$ cat src/rtl/_ram8_pkg.sv
// Shared constants and word type for the RAM hierarchy (_ram8 and the larger levels built on it).
package _ram8_pkg;

    localparam int unsigned WORD_WIDTH      = 16;
    localparam int unsigned RAM8_ADDR_WIDTH = 3;
    localparam int unsigned RAM8_DEPTH      = 8;

    // Bit 0 is the MSB throughout the datapath.
    typedef logic [0:WORD_WIDTH-1] word_t;

    localparam word_t RESET_WORD = '0;

endpackage

$ cat src/rtl/_dmux8way.sv
// 1-to-8 demultiplexer: routes in_ to one of out_a..out_h; sel[0] is the MSB.
module _dmux8way
    import _ram8_pkg::*;
(
    output logic                       out_a,
    output logic                       out_b,
    output logic                       out_c,
    output logic                       out_d,
    output logic                       out_e,
    output logic                       out_f,
    output logic                       out_g,
    output logic                       out_h,
    input  logic                       in_,
    input  logic [0:RAM8_ADDR_WIDTH-1] sel
);

    logic half_lo;
    logic half_hi;

    // sel[0] steers the strobe to the lower (a..d) or upper (e..h) half
    assign half_lo = in_ & ~sel[0];
    assign half_hi = in_ &  sel[0];

    // Lower-half 4-way split on sel[1:2]
    assign out_a = half_lo & ~sel[1] & ~sel[2];
    assign out_b = half_lo & ~sel[1] &  sel[2];
    assign out_c = half_lo &  sel[1] & ~sel[2];
    assign out_d = half_lo &  sel[1] &  sel[2];

    // Upper-half 4-way split on sel[1:2]
    assign out_e = half_hi & ~sel[1] & ~sel[2];
    assign out_f = half_hi & ~sel[1] &  sel[2];
    assign out_g = half_hi &  sel[1] & ~sel[2];
    assign out_h = half_hi &  sel[1] &  sel[2];

endmodule

$ cat src/rtl/_mux8way16.sv
// 8-to-1 word multiplexer: sel[2] picks within a pair, sel[1] within a quad, sel[0] the half.
module _mux8way16
    import _ram8_pkg::*;
(
    output logic [0:WORD_WIDTH-1]      out_y,
    input  logic [0:WORD_WIDTH-1]      in_a,
    input  logic [0:WORD_WIDTH-1]      in_b,
    input  logic [0:WORD_WIDTH-1]      in_c,
    input  logic [0:WORD_WIDTH-1]      in_d,
    input  logic [0:WORD_WIDTH-1]      in_e,
    input  logic [0:WORD_WIDTH-1]      in_f,
    input  logic [0:WORD_WIDTH-1]      in_g,
    input  logic [0:WORD_WIDTH-1]      in_h,
    input  logic [0:RAM8_ADDR_WIDTH-1] sel
);

    logic [0:WORD_WIDTH-1] pair_ab;
    logic [0:WORD_WIDTH-1] pair_cd;
    logic [0:WORD_WIDTH-1] pair_ef;
    logic [0:WORD_WIDTH-1] pair_gh;
    logic [0:WORD_WIDTH-1] quad_lo;
    logic [0:WORD_WIDTH-1] quad_hi;

    // First level: choose within each pair
    assign pair_ab = sel[2] ? in_b : in_a;
    assign pair_cd = sel[2] ? in_d : in_c;
    assign pair_ef = sel[2] ? in_f : in_e;
    assign pair_gh = sel[2] ? in_h : in_g;

    // Second level: choose within each group of four
    assign quad_lo = sel[1] ? pair_cd : pair_ab;
    assign quad_hi = sel[1] ? pair_gh : pair_ef;

    // Final level: choose the half
    assign out_y = sel[0] ? quad_hi : quad_lo;

endmodule

$ cat src/rtl/_register16.sv
// 16-bit load register: per bit a mux(q, d, load) feeding a flop with synchronous reset.
module _register16
    import _ram8_pkg::*;
(
    input  logic                  clk,
    input  logic                  rst,
    output logic [0:WORD_WIDTH-1] out_y,
    input  logic [0:WORD_WIDTH-1] in_a,
    input  logic                  in_load
);

    logic [0:WORD_WIDTH-1] bits_d;
    logic [0:WORD_WIDTH-1] bits_q;

    // Next state: hold unless the load line is asserted
    always_comb begin
        bits_d = bits_q;
        if (in_load) begin
            bits_d = in_a;
        end
    end

    // Storage; reset wins over load
    always_ff @(posedge clk) begin
        if (rst) begin
            bits_q <= RESET_WORD;
        end else begin
            bits_q <= bits_d;
        end
    end

    assign out_y = bits_q;

endmodule

$ cat src/rtl/_ram8.sv
// 8 x 16-bit RAM: dmux steers the load strobe, a word mux reads the addressed register.
module _ram8
    import _ram8_pkg::*;
(
    input  logic                       clk,
    input  logic                       rst,
    output logic [0:WORD_WIDTH-1]      out_y,
    input  logic [0:WORD_WIDTH-1]      in_a,
    input  logic                       in_load,
    input  logic [0:RAM8_ADDR_WIDTH-1] in_address
);

    logic  [0:RAM8_DEPTH-1] load_line;
    word_t                  word_q [RAM8_DEPTH];

    // Write decode: one load line per word
    _dmux8way u_dmux (
        .out_a (load_line[0]),
        .out_b (load_line[1]),
        .out_c (load_line[2]),
        .out_d (load_line[3]),
        .out_e (load_line[4]),
        .out_f (load_line[5]),
        .out_g (load_line[6]),
        .out_h (load_line[7]),
        .in_   (in_load),
        .sel   (in_address)
    );

    // Storage words r0..r7
    for (genvar k = 0; k < int'(RAM8_DEPTH); k++) begin : g_word
        _register16 u_reg (
            .clk     (clk),
            .rst     (rst),
            .out_y   (word_q[k]),
            .in_a    (in_a),
            .in_load (load_line[k])
        );
    end

    // Combinational read of the addressed word; writes are never bypassed
    _mux8way16 u_mux (
        .out_y (out_y),
        .in_a  (word_q[0]),
        .in_b  (word_q[1]),
        .in_c  (word_q[2]),
        .in_d  (word_q[3]),
        .in_e  (word_q[4]),
        .in_f  (word_q[5]),
        .in_g  (word_q[6]),
        .in_h  (word_q[7]),
        .sel   (in_address)
    );

endmodule
$ cat config.mk
export PLATFORM = sky130hd
export DESIGN_NAME = _ram8
export DESIGN_NICKNAME = d
export VERILOG_FILES = /design/src/rtl/_ram8_pkg.sv /design/src/rtl/_dmux8way.sv /design/src/rtl/_mux8way16.sv /design/src/rtl/_register16.sv /design/src/rtl/_ram8.sv
export SDC_FILE = /design/constraint.sdc
export NUM_CORES = 1
export LEC_CHECK = 0
export ABC_AREA = 1
export CAP_MARGIN = 20
export CORE_MARGIN = 10
export CORE_UTILIZATION = 55
export DETAILED_ROUTE_END_ITERATION = 6
export PLACE_DENSITY = 0.84
export SLEW_MARGIN = 20
export SYNTH_ARGS = -nofsm -noshare
export SYNTH_HDL_FRONTEND = slang
export SYNTH_SLANG_ARGS = --single-unit
$ cat constraint.sdc
create_clock -name clk -period 2.7 [get_ports clk]
set_input_delay 0.81 -clock clk [delete_from_list [all_inputs] [get_ports clk]]
set_output_delay 0.81 -clock clk [all_outputs]
set_load 0.03 [all_outputs]
Word level (Yosys, flattened, before mapping)
Index checks and enable logic that the tools add are counted.

storage, ports and cells
  output and inout bits = 16
  bits in registers = 128
  input port bits = 22
  word-level logic and storage cells = 32

cells by class
  bitwise logic cells = 17
  multiplexer cells = 7

operators by type and width
  kind         number
  $mux 16      7
  $and 1x1->1  14
  $not 1->1    3

Longest topological paths before layout
  word-level depth = 4
  mapped depth = 8
  depth with buffers taken out = 6

By module
A second synthesis with hierarchy kept.

second synthesis, totals
  cell total of the unflattened synthesis = 1249
  area total of the unflattened synthesis = 7188.1 sq um

by module, submodules not included
  module       cells each  area an instance (sq um)  seq. area each (sq um)  instances
  _register16  101         670.6                     320.3                   8
  _mux8way16   426         1761.7                    0.0                     1
  _dmux8way    15          61.3                      0.0                     1

Worst setup path before layout
Ideal clock, no wire load.

  kind = input-to-output
  start point = input in_address[1] (netlist bit)
  end point = output out_y[2] (netlist bit)
  data required time = 1890 ps
  buffers on the path = 3
  cell stages on the path = 7
  path slack = 117 ps
  arrival = 1773 ps
  cells stage by stage = buf_2 -> buf_2 -> buf_2 -> nand3_1 -> nand2_1 -> nand2_1 -> nand2_1

on the way
  longest elaborated chain between the ends = 2
  elaborated cells between the ends (all ways) = 3
  those cells by class = 3 x mux

RTL lines
  what                               line                                source
  from (decl)                        _ram8.sv:10                         input logic [0:RAM8_ADDR_WIDTH-1] in_address
  $mux 16, on equally long branches  _mux8way16.sv:31, _mux8way16.sv:32
  $mux 16 (*)                        _mux8way16.sv:35                    assign out_y = sel[0] ? quad_hi : quad_lo;
  to (decl)                          _ram8.sv:7                          output logic [0:WORD_WIDTH-1] out_y,

Every way passes the cells marked *; elsewhere a longest branch is shown, timed or not.

Worst setup path in the final report
  start point = input in_address[2] (netlist bit)
  end point = output out_y[3] (netlist bit)

on the way
  longest elaborated chain between the ends = 3
  elaborated cells between the ends (all ways) = 7
  those cells by class = 7 x mux

RTL lines
  what                               line
  $mux 16, on equally long branches  --
  $mux 16, on equally long branches  _mux8way16.sv:31, _mux8way16.sv:32
  $mux 16 (*)                        _mux8way16.sv:35

Marks and branches as above.

==> out/metrics.yaml <==
sta:
  layout_setup_ws_ps: -3.78
  rsz0062_at_grt: "true"
  min_period_over_period_pct: 100
  worstMarginPinSlew_ps: 861
  clock_skew_ps: 0
  finalCriticalPeriod_ps: 2700
  final_hold_viol_count: 0
  max_freq_mhz: 370
  maxSlewHeadroom_pct: 42.5
  slew_viol_final: 0
  setup_violations: 1
status:
  violations: "setup timing"
  status: "complete, but fails checks"
yosys:
  synthCells: 1150
  synth_seq_area_share_pct: 38.2
  synth_nets: 1172
  synth_warnings: 0
  avgSynthCellArea_um2: 5.84
  ys_types: 14
  ys_seq_elements: 128
  netlist_area_um2: 6710
floorplan:
  die_area_um2: 17000
  num_rows: 40
  fp.dieH_um: 130
  design.core.area_um2: 12000
  io_pins: 38
  die_w_um: 130
  start_util_pct: 56.1
min_path:
  min_path_type: "flop to flop"
power:
  peakVddDrop_mv: 0.325
  leakage_uw: 0.00396
  power_density_nw_per_um2: 589
clock_network:
  cts_tree: "yes"
  clkSinkCount: 128
  clk_pin_slew_worst_paths_ps: 50
  root_buffer: "clkbuf_16"
  numCtsBuffers: 17
  h-tree-depth: 4
  clk_latency_ps: 420
  max-clock-path-buffers: 2
place:
  placed_area_um2: 7370
  dpl.hpwl_mm: 12.5
  dp.cells: 1300
  gp_congestion: 0.865
  port_buffers: 37
grt:
  track_usage_pct: 23.0
  grt_max_degree: 49
  overflow: 0
  grt_pass1_vias: 6208
  antenna_found_initial: 0
  grt_first_pass_wirelength_mm: 31.0
drt:
  ant_nets: 0
  routedWlPerCell_um: 14.4
  drtIter0Drc: 1010
  wl_met2_mm: 7.99
  wl_mm: 19.0
  wl_met3_mm: 2.03
  drc: 0
  drt-vias-per-instance: 5.25
  drt-met1-wl_mm: 8.54
  num_vias: 6953
  top_layer_used: "met4"
  dr.pass1.iters: 6
setup_path:
  end_kind: "output pin"
  arrival_ps: 1890
  cp_max_fo: 6
  critPathLaunchType: "input pin"
  critPathKind: "input pin to output pin"
  critPathRequiredTime_ps: 1890
final_layout:
  largest_reg_flops: 128
  area_growth_syn_to_layout_pct: 19.3
  n_antenna_cell: 0
  final_nets: 1194
  final_cells: 1325
  final_area_um2: 8010
  final_layout_size_suffix_gt1_share_pct: 9.42
job:
  max-cap-violations: 0
[routing by layer]
metal  up-vias  track usage, %
met5         -               0
met4         0            8.70
met3        45            5.12
met2       350            33.7
met1      3073            32.1
li1       3485               -
[cell usage in the layout (no fill, tap or decap), types with 6 or more instances in the layout]
cell	Yosys	routed
a21oi_1	16	16
nand3_1	83	77
nand3_2	0	6
dfxtp_1	128	128
clkdlybuf4s50_1	0	18
nand2_2	0	11
clkbuf_16	0	17
nor2_2	3	6
nand4_1	49	49
inv_1	146	145
buf_12	0	12
buf_6	0	14
nor2_1	243	240
buf_4	0	29
nand2_1	402	391
[worst paths after layout]
| kind | from | endpoint | depth (start not counted) | slack, ps |
|---|---|---|---|---|
| worst max-delay path | in_address[2] | out_y[3] | 9 | -4 |
| worst min register to register | g_word[4].u_reg.out_y[3] | g_word[4].u_reg.out_y[3] | 2 | 480 |
| worst min-delay path | g_word[4].u_reg.out_y[3] | g_word[4].u_reg.out_y[3] | 2 | 480 |
| worst max register to register | g_word[5].u_reg.out_y[4] | g_word[5].u_reg.out_y[4] | 4 | 2040 |
[cells by family after synthesis]
logic type	share of synthesized area, %
AND/OR/NAND/NOR	47.3
buffers and inverters	13.4
flip-flops	38.2
AO/OA/AOI/OAI	1.19
[stage by stage]
step / setup TNS, ps / total power, µW / setup slack (ps) / hold slack, ps / util (%)
finish: -3.78 / 4710 / -3.78 / 478 / 66.9
detailed placement: -258 / 2720 / -57.1 / 467 / 61.6
global route: -89.9 / 4890 / -56.9 / 498 / 66.9
CTS: 0 / 4690 / 8.51 / 481 / 65.8
global placement: -227 / 2710 / -49.6 / 459 / 61.6
floorplan: 0 / 2470 / 117 / 452 / -
[synthesized netlist by cell type]
library cell	count	area (µm²)
nand3_1	83	415
buf_2	43	215
a21oi_1	16	80.1
nor2_4	1	11.3
clkbuf_1	24	90.1
nor2_1	243	912
clkinv_1	1	3.75
inv_1	146	548
dfxtp_1	128	2560
inv_2	2	7.51
nand4_1	49	307
nor2_2	3	18.8
buf_1	9	33.8
nand2_1	402	1510
[what timing repair did]
| action | 4_1_cts | 5_1_grt |
|---|---|---|
| pin swaps | 0 | 4 |
| resized for setup | 5 | 36 |
| hold buffers | 0 | 0 |
| cloned | 0 | 0 |
| setup endpoints to repair | 12 | 16 |
| setup buffers | 0 | 0 |
[layout make-up]
class                           instances  area [µm²]
Multi-Input combinational cell        797        3320
Clock inverter                          2        10.0
Fill cell                            1046        3960
Sequential cell                       128        2560
Clock buffer                           23         488
Inverter                              149         569
Tap cell                              147         184
Timing Repair Buffer                   79         875
[where the power goes]
group	total, µW	switching [µW]	internal, µW	leakage, µW
Sequential	1990	27.9	1960	0.00104
Clock	1980	755	1230	0.000248
Combinational	746	477	270	0.00267
[critical path: stages]
cell and delay [ps]:
clkbuf_4 170, buf_8 160, buf_4 140, nand2_1 80, nand3_1 130, nand2_1 130
nand2_1 70, nand2_2 80, buf_6 130
(Power assumes the default switching activity.)
